==> src/rtl/flash_playback_sequencer_pkg.sv <==
// audio_pkg: shared types and constants for the flash playback path.
//   seq_state_t        - playback sequencer FSM states
//   DIR_FW / DIR_BW    - playback direction encodings
//   ADDR_W_DEF         - default flash word-address width
//   MAX_ADDR_DEF       - default last word address of the clip
package audio_pkg;

  typedef enum logic [2:0] {
    IDLE      = 3'd0,
    REQ       = 3'd1,
    WAIT_DATA = 3'd2,
    HALF0     = 3'd3,
    HALF1     = 3'd4
  } seq_state_t;

  localparam logic DIR_FW = 1'b0;
  localparam logic DIR_BW = 1'b1;

  localparam int          ADDR_W_DEF   = 23;
  localparam logic [22:0] MAX_ADDR_DEF = 23'h7FFFF;

endpackage

==> src/rtl/flash_playback_sequencer_if.sv <==
// flash_if: Avalon-MM read-only port between the playback sequencer and the
// flash controller.
//   read, address              - request (master drives)
//   waitrequest                - request not yet accepted (slave drives)
//   readdata, readdatavalid    - returned word (slave drives)
interface flash_if #(parameter int ADDR_W = 23);
  logic              read;
  logic [ADDR_W-1:0] address;
  logic              waitrequest;
  logic [31:0]       readdata;
  logic              readdatavalid;

  modport master (output read, address, input waitrequest, readdata, readdatavalid);
  modport slave  (input read, address, output waitrequest, readdata, readdatavalid);
endinterface

==> src/rtl/flash_playback_sequencer_play_addr_step.sv <==
// play_addr_step: combinational wrap-around address step.
//   addr      - current word address
//   dir       - DIR_FW steps up, DIR_BW steps down
//   next_addr - stepped address; MAX_ADDR wraps to 0 going forward,
//               0 wraps to MAX_ADDR going backward
module play_addr_step
  import audio_pkg::*;
#(
  parameter int              ADDR_W   = ADDR_W_DEF,
  parameter logic [ADDR_W-1:0] MAX_ADDR = ADDR_W'(MAX_ADDR_DEF)
) (
  input  logic [ADDR_W-1:0] addr,
  input  logic              dir,
  output logic [ADDR_W-1:0] next_addr
);
  // Explicit end-of-clip compares: the clip need not span the full address
  // range, so natural overflow would land outside it.
  always_comb begin
    next_addr = addr;
    if (dir == DIR_FW)
      next_addr = (addr == MAX_ADDR) ? '0 : addr + ADDR_W'(1);
    else
      next_addr = (addr == '0) ? MAX_ADDR : addr - ADDR_W'(1);
  end
endmodule

==> src/rtl/flash_playback_sequencer.sv <==
// flash_playback_sequencer: fetches 32-bit words from flash and plays one
// 16-bit half per qualified sample tick, stepping the address with wrap.
//   clk, reset    - system clock, synchronous active-high reset
//   sample_tick   - audio-rate strobe
//   play          - 1 = playing, 0 = paused
//   dir           - 0 = forward, 1 = backward
//   restart       - pulse: jump to the clip start for the current dir
//   flash         - Avalon-MM read master port
//   sample        - current sample (registered)
//   sample_valid  - pulse when sample updates
//   underrun      - pulse when a qualified tick finds no buffered word
module flash_playback_sequencer
  import audio_pkg::*;
#(
  parameter int                ADDR_W   = ADDR_W_DEF,
  parameter logic [ADDR_W-1:0] MAX_ADDR = ADDR_W'(MAX_ADDR_DEF)
) (
  input  logic        clk,
  input  logic        reset,
  input  logic        sample_tick,
  input  logic        play,
  input  logic        dir,
  input  logic        restart,
  flash_if.master     flash,
  output logic [15:0] sample,
  output logic        sample_valid,
  output logic        underrun
);

  seq_state_t        state;
  logic              restart_pend;
  logic [31:0]       word;
  logic              word_dir;
  logic [ADDR_W-1:0] next_addr;
  logic [ADDR_W-1:0] restart_addr;
  logic              qtick;
  logic              do_restart;

  play_addr_step #(.ADDR_W(ADDR_W), .MAX_ADDR(MAX_ADDR)) u_step (
    .addr      (flash.address),
    .dir       (dir),
    .next_addr (next_addr)
  );

  assign qtick        = sample_tick & play;
  assign do_restart   = restart | restart_pend;
  assign restart_addr = (dir == DIR_BW) ? MAX_ADDR : '0;

  always_ff @(posedge clk) begin
    if (reset) begin
      state         <= IDLE;
      restart_pend  <= 1'b0;
      flash.read    <= 1'b0;
      flash.address <= '0;
      word          <= '0;
      word_dir      <= DIR_FW;
      sample        <= '0;
      sample_valid  <= 1'b0;
      underrun      <= 1'b0;
    end else begin
      sample_valid <= 1'b0;
      underrun     <= 1'b0;
      unique case (state)
        IDLE: begin
          if (do_restart || play) begin
            if (do_restart) flash.address <= restart_addr;
            // a tick coinciding with restart has no data to play
            underrun     <= qtick & do_restart;
            restart_pend <= 1'b0;
            flash.read   <= 1'b1;
            state        <= REQ;
          end
        end
        REQ: begin
          if (restart) restart_pend <= 1'b1;
          if (qtick)   underrun     <= 1'b1;
          if (!flash.waitrequest) begin
            flash.read <= 1'b0;
            state      <= WAIT_DATA;
          end
        end
        WAIT_DATA: begin
          if (qtick) underrun <= 1'b1;
          if (flash.readdatavalid) begin
            if (do_restart) begin
              // in-flight word belongs to the old position: drop it
              flash.address <= restart_addr;
              restart_pend  <= 1'b0;
              flash.read    <= 1'b1;
              state         <= REQ;
            end else begin
              word     <= flash.readdata;
              word_dir <= dir;
              state    <= HALF0;
            end
          end else if (restart) begin
            restart_pend <= 1'b1;
          end
        end
        HALF0, HALF1: begin
          if (do_restart) begin
            flash.address <= restart_addr;
            underrun      <= qtick;
            restart_pend  <= 1'b0;
            flash.read    <= 1'b1;
            state         <= REQ;
          end else if (qtick) begin
            sample_valid <= 1'b1;
            // word_dir fixes the half order for the whole word
            if ((state == HALF0) ^ (word_dir == DIR_BW))
              sample <= word[15:0];
            else
              sample <= word[31:16];
            if (state == HALF0) begin
              state <= HALF1;
            end else begin
              flash.address <= next_addr;
              flash.read    <= 1'b1;
              state         <= REQ;
            end
          end
        end
        default: state <= IDLE;
      endcase
    end
  end

endmodule

==> src/flat_wrapper.sv <==
// flat-port wrapper written by rule: the top's interface ports become plain ports
module flash_playback_sequencer_flat import audio_pkg::*;
#(
  parameter int                ADDR_W   = ADDR_W_DEF,
  parameter logic [ADDR_W-1:0] MAX_ADDR = ADDR_W'(MAX_ADDR_DEF)
)
  (clk, reset, sample_tick, play, dir, restart, sample, sample_valid, underrun, flash_read, flash_address, flash_waitrequest, flash_readdata, flash_readdatavalid);
  flash_if #(.ADDR_W(ADDR_W)) flash_i ();
  input  logic clk;
  input  logic reset;
  input  logic sample_tick;
  input  logic play;
  input  logic dir;
  input  logic restart;
  output logic [15:0] sample;
  output logic sample_valid;
  output logic underrun;
  output wire logic [$bits(flash_i.read)-1:0] flash_read;
  output wire logic [$bits(flash_i.address)-1:0] flash_address;
  input wire logic [$bits(flash_i.waitrequest)-1:0] flash_waitrequest;
  input wire logic [$bits(flash_i.readdata)-1:0] flash_readdata;
  input wire logic [$bits(flash_i.readdatavalid)-1:0] flash_readdatavalid;
  assign flash_read = flash_i.read;
  assign flash_address = flash_i.address;
  assign flash_i.waitrequest = flash_waitrequest;
  assign flash_i.readdata = flash_readdata;
  assign flash_i.readdatavalid = flash_readdatavalid;
  flash_playback_sequencer #(.ADDR_W(ADDR_W), .MAX_ADDR(MAX_ADDR)) u_core (.clk(clk), .reset(reset), .sample_tick(sample_tick), .play(play), .dir(dir), .restart(restart), .flash(flash_i), .sample(sample), .sample_valid(sample_valid), .underrun(underrun));
endmodule
==> config.mk <==
export PLATFORM = sky130hd
export DESIGN_NAME = flash_playback_sequencer_flat
export DESIGN_NICKNAME = d
export VERILOG_FILES = /design/src/rtl/flash_playback_sequencer_pkg.sv /design/src/rtl/flash_playback_sequencer_if.sv /design/src/rtl/flash_playback_sequencer_play_addr_step.sv /design/src/rtl/flash_playback_sequencer.sv /design/src/flat_wrapper.sv
export SDC_FILE = /design/constraint.sdc
export NUM_CORES = 1
export LEC_CHECK = 0
export ABC_AREA = 0
export CELL_PAD_IN_SITES_DETAIL_PLACEMENT = 0
export CELL_PAD_IN_SITES_GLOBAL_PLACEMENT = 1
export CORE_MARGIN = 8
export CORE_UTILIZATION = 38
export DETAILED_ROUTE_END_ITERATION = 8
export GPL_ROUTABILITY_DRIVEN = 0
export MAX_ROUTING_LAYER = met4
export PLACE_DENSITY_LB_ADDON = 0.2
export REMOVE_ABC_BUFFERS = 1
export SETUP_SLACK_MARGIN = 0.3
export SYNTH_ARGS = -nofsm -noshare
export SYNTH_HDL_FRONTEND = slang
export SYNTH_SLANG_ARGS = --single-unit
==> constraint.sdc <==
create_clock -name clk -period 2.25 [get_ports clk]
set_input_delay 0.225 -clock clk [delete_from_list [all_inputs] [get_ports clk]]
set_output_delay 0.225 -clock clk [all_outputs]
set_load 0.01 [all_outputs]
==> results.md <==
- GRT Resource Usage Total: 0.1813
- Synth-to-Final Area Change: 46.39%
- Layout Skew: 0.009604 ns
- Clk buf depth: 2
- PortBufs: 81
- Chip height: 120.9 um
- CTS Hold Bufs: 0
- Final wirelength: 13,320 um
- # Max-Cap Violations: 0
- Crit start category: flip-flop
- Worst path required time: 2.53 ns
- CP cell instances: ha_2 > and4_1 > and3_1 > a311o_2 > buf_4 > nor4_2 > a21oi_1 > o22ai_1
- Commonest cells after routing, fill and taps aside: 87 x nand2_1, 80 x clkdlybuf4s50_1, 69 x buf_4, 68 x dfxtp_1, 65 x a21oi_1
- Via count: 4,473
- DP Cell Count: 783
- # DRC: 0
- Setup CP Type: reg -> reg
- Finish-stage setup viols: 0
- CTS tree: built
- Yosys cell types: 57
- Power, Total: 5.670 mW
- Drt pass-1 iters: 5
- Initial antenna violation count: 0
- Largest net degree at the start of global routing: 76
- Core area: 10,790 sq um
- # IOs: 82
- Cells after Synth: 544
- Min Tclk post-route: 2.047 ns
- Fin crit share: 0.9097
- Starting Density: 0.3871
- R2r startpoint: u_core.flash.address[1]
- Top cell type's share of synthesized area: 0.3786
- VDD IR max: 0.4795 mV
- FMAX: 0.4886 GHz
- Reg2reg end: u_core.flash.address[11]
- Post-synth EDFFs: 0
- Max incr delay on CP: 0.39 ns
- First-pass GRT wire length: 21,250 um
- Die area: 14,600 sq um
- Detail Route Antenna Nets: 0
- H-tree levels: 3
- RSZ-0062 raised after global routing: yes
- Horiz. Die Dim: 120.9 um
- Least-Margin Pin Slew: 0.5279 ns
- ANT cells: 0
- Crit Path Max Fanout: 6
- Main synth FF type: dfxtp_1
- Hold Path Class: in -> reg
- Synth Warn #: 0
- Status: complete, no violations
- First-iteration detailed-routing DRC count: 342
- Row count: 38
- Commonest non-fill, non-tap cell in the layout: nand2_1
- DP Wirelength: 9051 um
- Fraction of registers with async set/reset: 0
- Synthesized area per cell: 7.680 sq um
- Worst r2r path cells: 8
- Dominant cells by area after synthesis: dfxtp_1 38%, a21oi_1 8.0%, nand2_1 7.9%
- Pins over their slew limit: 0
- PD cells: 927.0 nW/um^2
- Critical path arrival: 2.33 ns
- Num CTS Buffers: 9
- Reg clk slew, reported paths: 0.09 ns
- Routed wire per std cell: 16.33 um
- Skew-Pair Late Insertion Delay: 0.36 ns
- Register area share after synthesis: 0.3786
- Hold Vio Cnt, Final: 0
- Finished Layout Cells: 816
- Yosys top cell by area: dfxtp_1
- Via/cell ratio: 5.482
- CP startpoint: u_core.flash.address[1]
- GRT overflow: 0
- Vias in the first global route: 4,310
- CP max-delay cell: a311o_2
- Share of cells above drive strength 1: 0.2189
- Layout Nets: 714
- CTS root buf: clkbuf_8
- Count of state elements after synthesis: 79
- CP endpoint kind: flip-flop
- Lkg Pwr: 2.258 nW
- Max_slew headroom: 0.6467
- Reg2reg setup slack: 0.20 ns
- Clock sink total: 79
- Cell Area, Synth: 4178 sq um
- Crit path to: u_core.flash.address[11]
-- state kept, by name, indices dropped and copies added, names as in the netlist --
register              cells
u_core.word_dir           1
u_core.sample            16
u_core.state              3
u_core.flash.read         1
u_core.restart_pend       1
u_core.flash.address     23
u_core.sample_valid       1
u_core.underrun           1
u_core.word              32
-- through the flow --
step | area, sq um | utilization | hold WS, ns | setup slack (ns) | setup TNS (ns)
6_report | 6116 | 0.5667 | 0.3827 | 0.2033 | 0
5_1_grt | 6116 | 0.5667 | 0.3963 | 0.1277 | 0
4_1_cts | 5843 | 0.5414 | 0.3704 | 0.2613 | 0
3_5_place_dp | 5503 | 0.5099 | 0.4467 | -0.01767 | -0.01767
3_3_place_gp | 5503 | 0.5099 | 0.4412 | 0.003145 | 0
2_1_floorplan | 3981 | - | 0.2941 | -0.1892 | -3.428
-- cells by family after synthesis --
family	share of synthesized area
AOI/OAI and AO/OA	0.2276
xor gates and xnor gates	0.03774
adders and majority gates	0.008986
buffers and inverters	0.05331
DFF	0.3786
muxes	0.04313
and+or+nand+nor	0.2507
-- worst min-delay path by stage --
stage / startpoint / to / slack [ns] / cells past startpoint
after floorplan: reset / u_core.flash.address[16] / 0.29 / 1
after global placement: u_core.word[9] / u_core.word[9] / 0.44 / 2
after detailed placement: u_core.word[6] / u_core.word[6] / 0.45 / 2
after CTS: reset / u_core.flash.address[1] / 0.37 / 3
after global routing: reset / u_core.word[12] / 0.40 / 3
final: reset / u_core.word[23] / 0.38 / 3
-- synthesized netlist by cell type, types with 3 or more instances --
cell       n
o22ai_1    6
nand3b_1   4
a31oi_1    7
xor2_1     8
inv_1      6
o21ai_0   17
o211ai_1   8
nor4_1    10
nand2b_1   3
buf_2      9
and3_1    12
o21ai_1    3
ha_1       3
nand2_1   88
o21a_1     5
a21oi_1   67
clkbuf_1  34
nand3_1   15
nand4_1    8
nor3_1    17
or3_1      3
a211oi_1  17
xnor2_1   10
mux2i_1   18
or4_1      3
nor2_1    44
dfxtp_1   79
-- power breakdown --
group | internal, mW | switching, mW | total (mW)
clock network | 0.641 | 0.581 | 1.22
registers | 1.57 | 0.173 | 1.75
logic | 1.33 | 1.37 | 2.70
-- area by class of cell --
| class | count | area (sq um) |
|---|---|---|
| Inverter | 7 | 26.28 |
| Multi-Input combinational cell | 412 | 2592 |
| Tap cell | 140 | 175.2 |
| Clock inverter | 7 | 102.6 |
| Sequential cell | 79 | 1605 |
| Timing Repair Buffer | 162 | 1490 |
| Fill cell | 1045 | 4677 |
| Clock buffer | 9 | 123.9 |
-- repair_timing --
item / in CTS / in global routing
pin swaps: 6 / 14
endpoints found under the setup margin: 20 / 31
gates resized for setup: 23 / 46
setup buffers: 5 / 11
gates cloned: 0 / 1
-- critical path, delay by kind of cell (launching register included) --
family / cells / cell delay, ns
compound gates: 3 / 0.58
simple gates: 3 / 0.66
flops: 1 / 0.37
fa+ha+maj: 1 / 0.19
buf+inv: 1 / 0.19
-- routing by layer --
| layer | global-route usage | part of all wire | wire (um) |
|---|---|---|---|
| met1 | 0.2273 | 0.46 | 6178 |
| met2 | 0.2870 | 0.47 | 6227 |
| met3 | 0.02606 | 0.051 | 676 |
| met4 | 0.07416 | 0.018 | 240 |
| met5 | - | 0 | 0 |
Note: power is estimated with default switching activity, not from simulation.
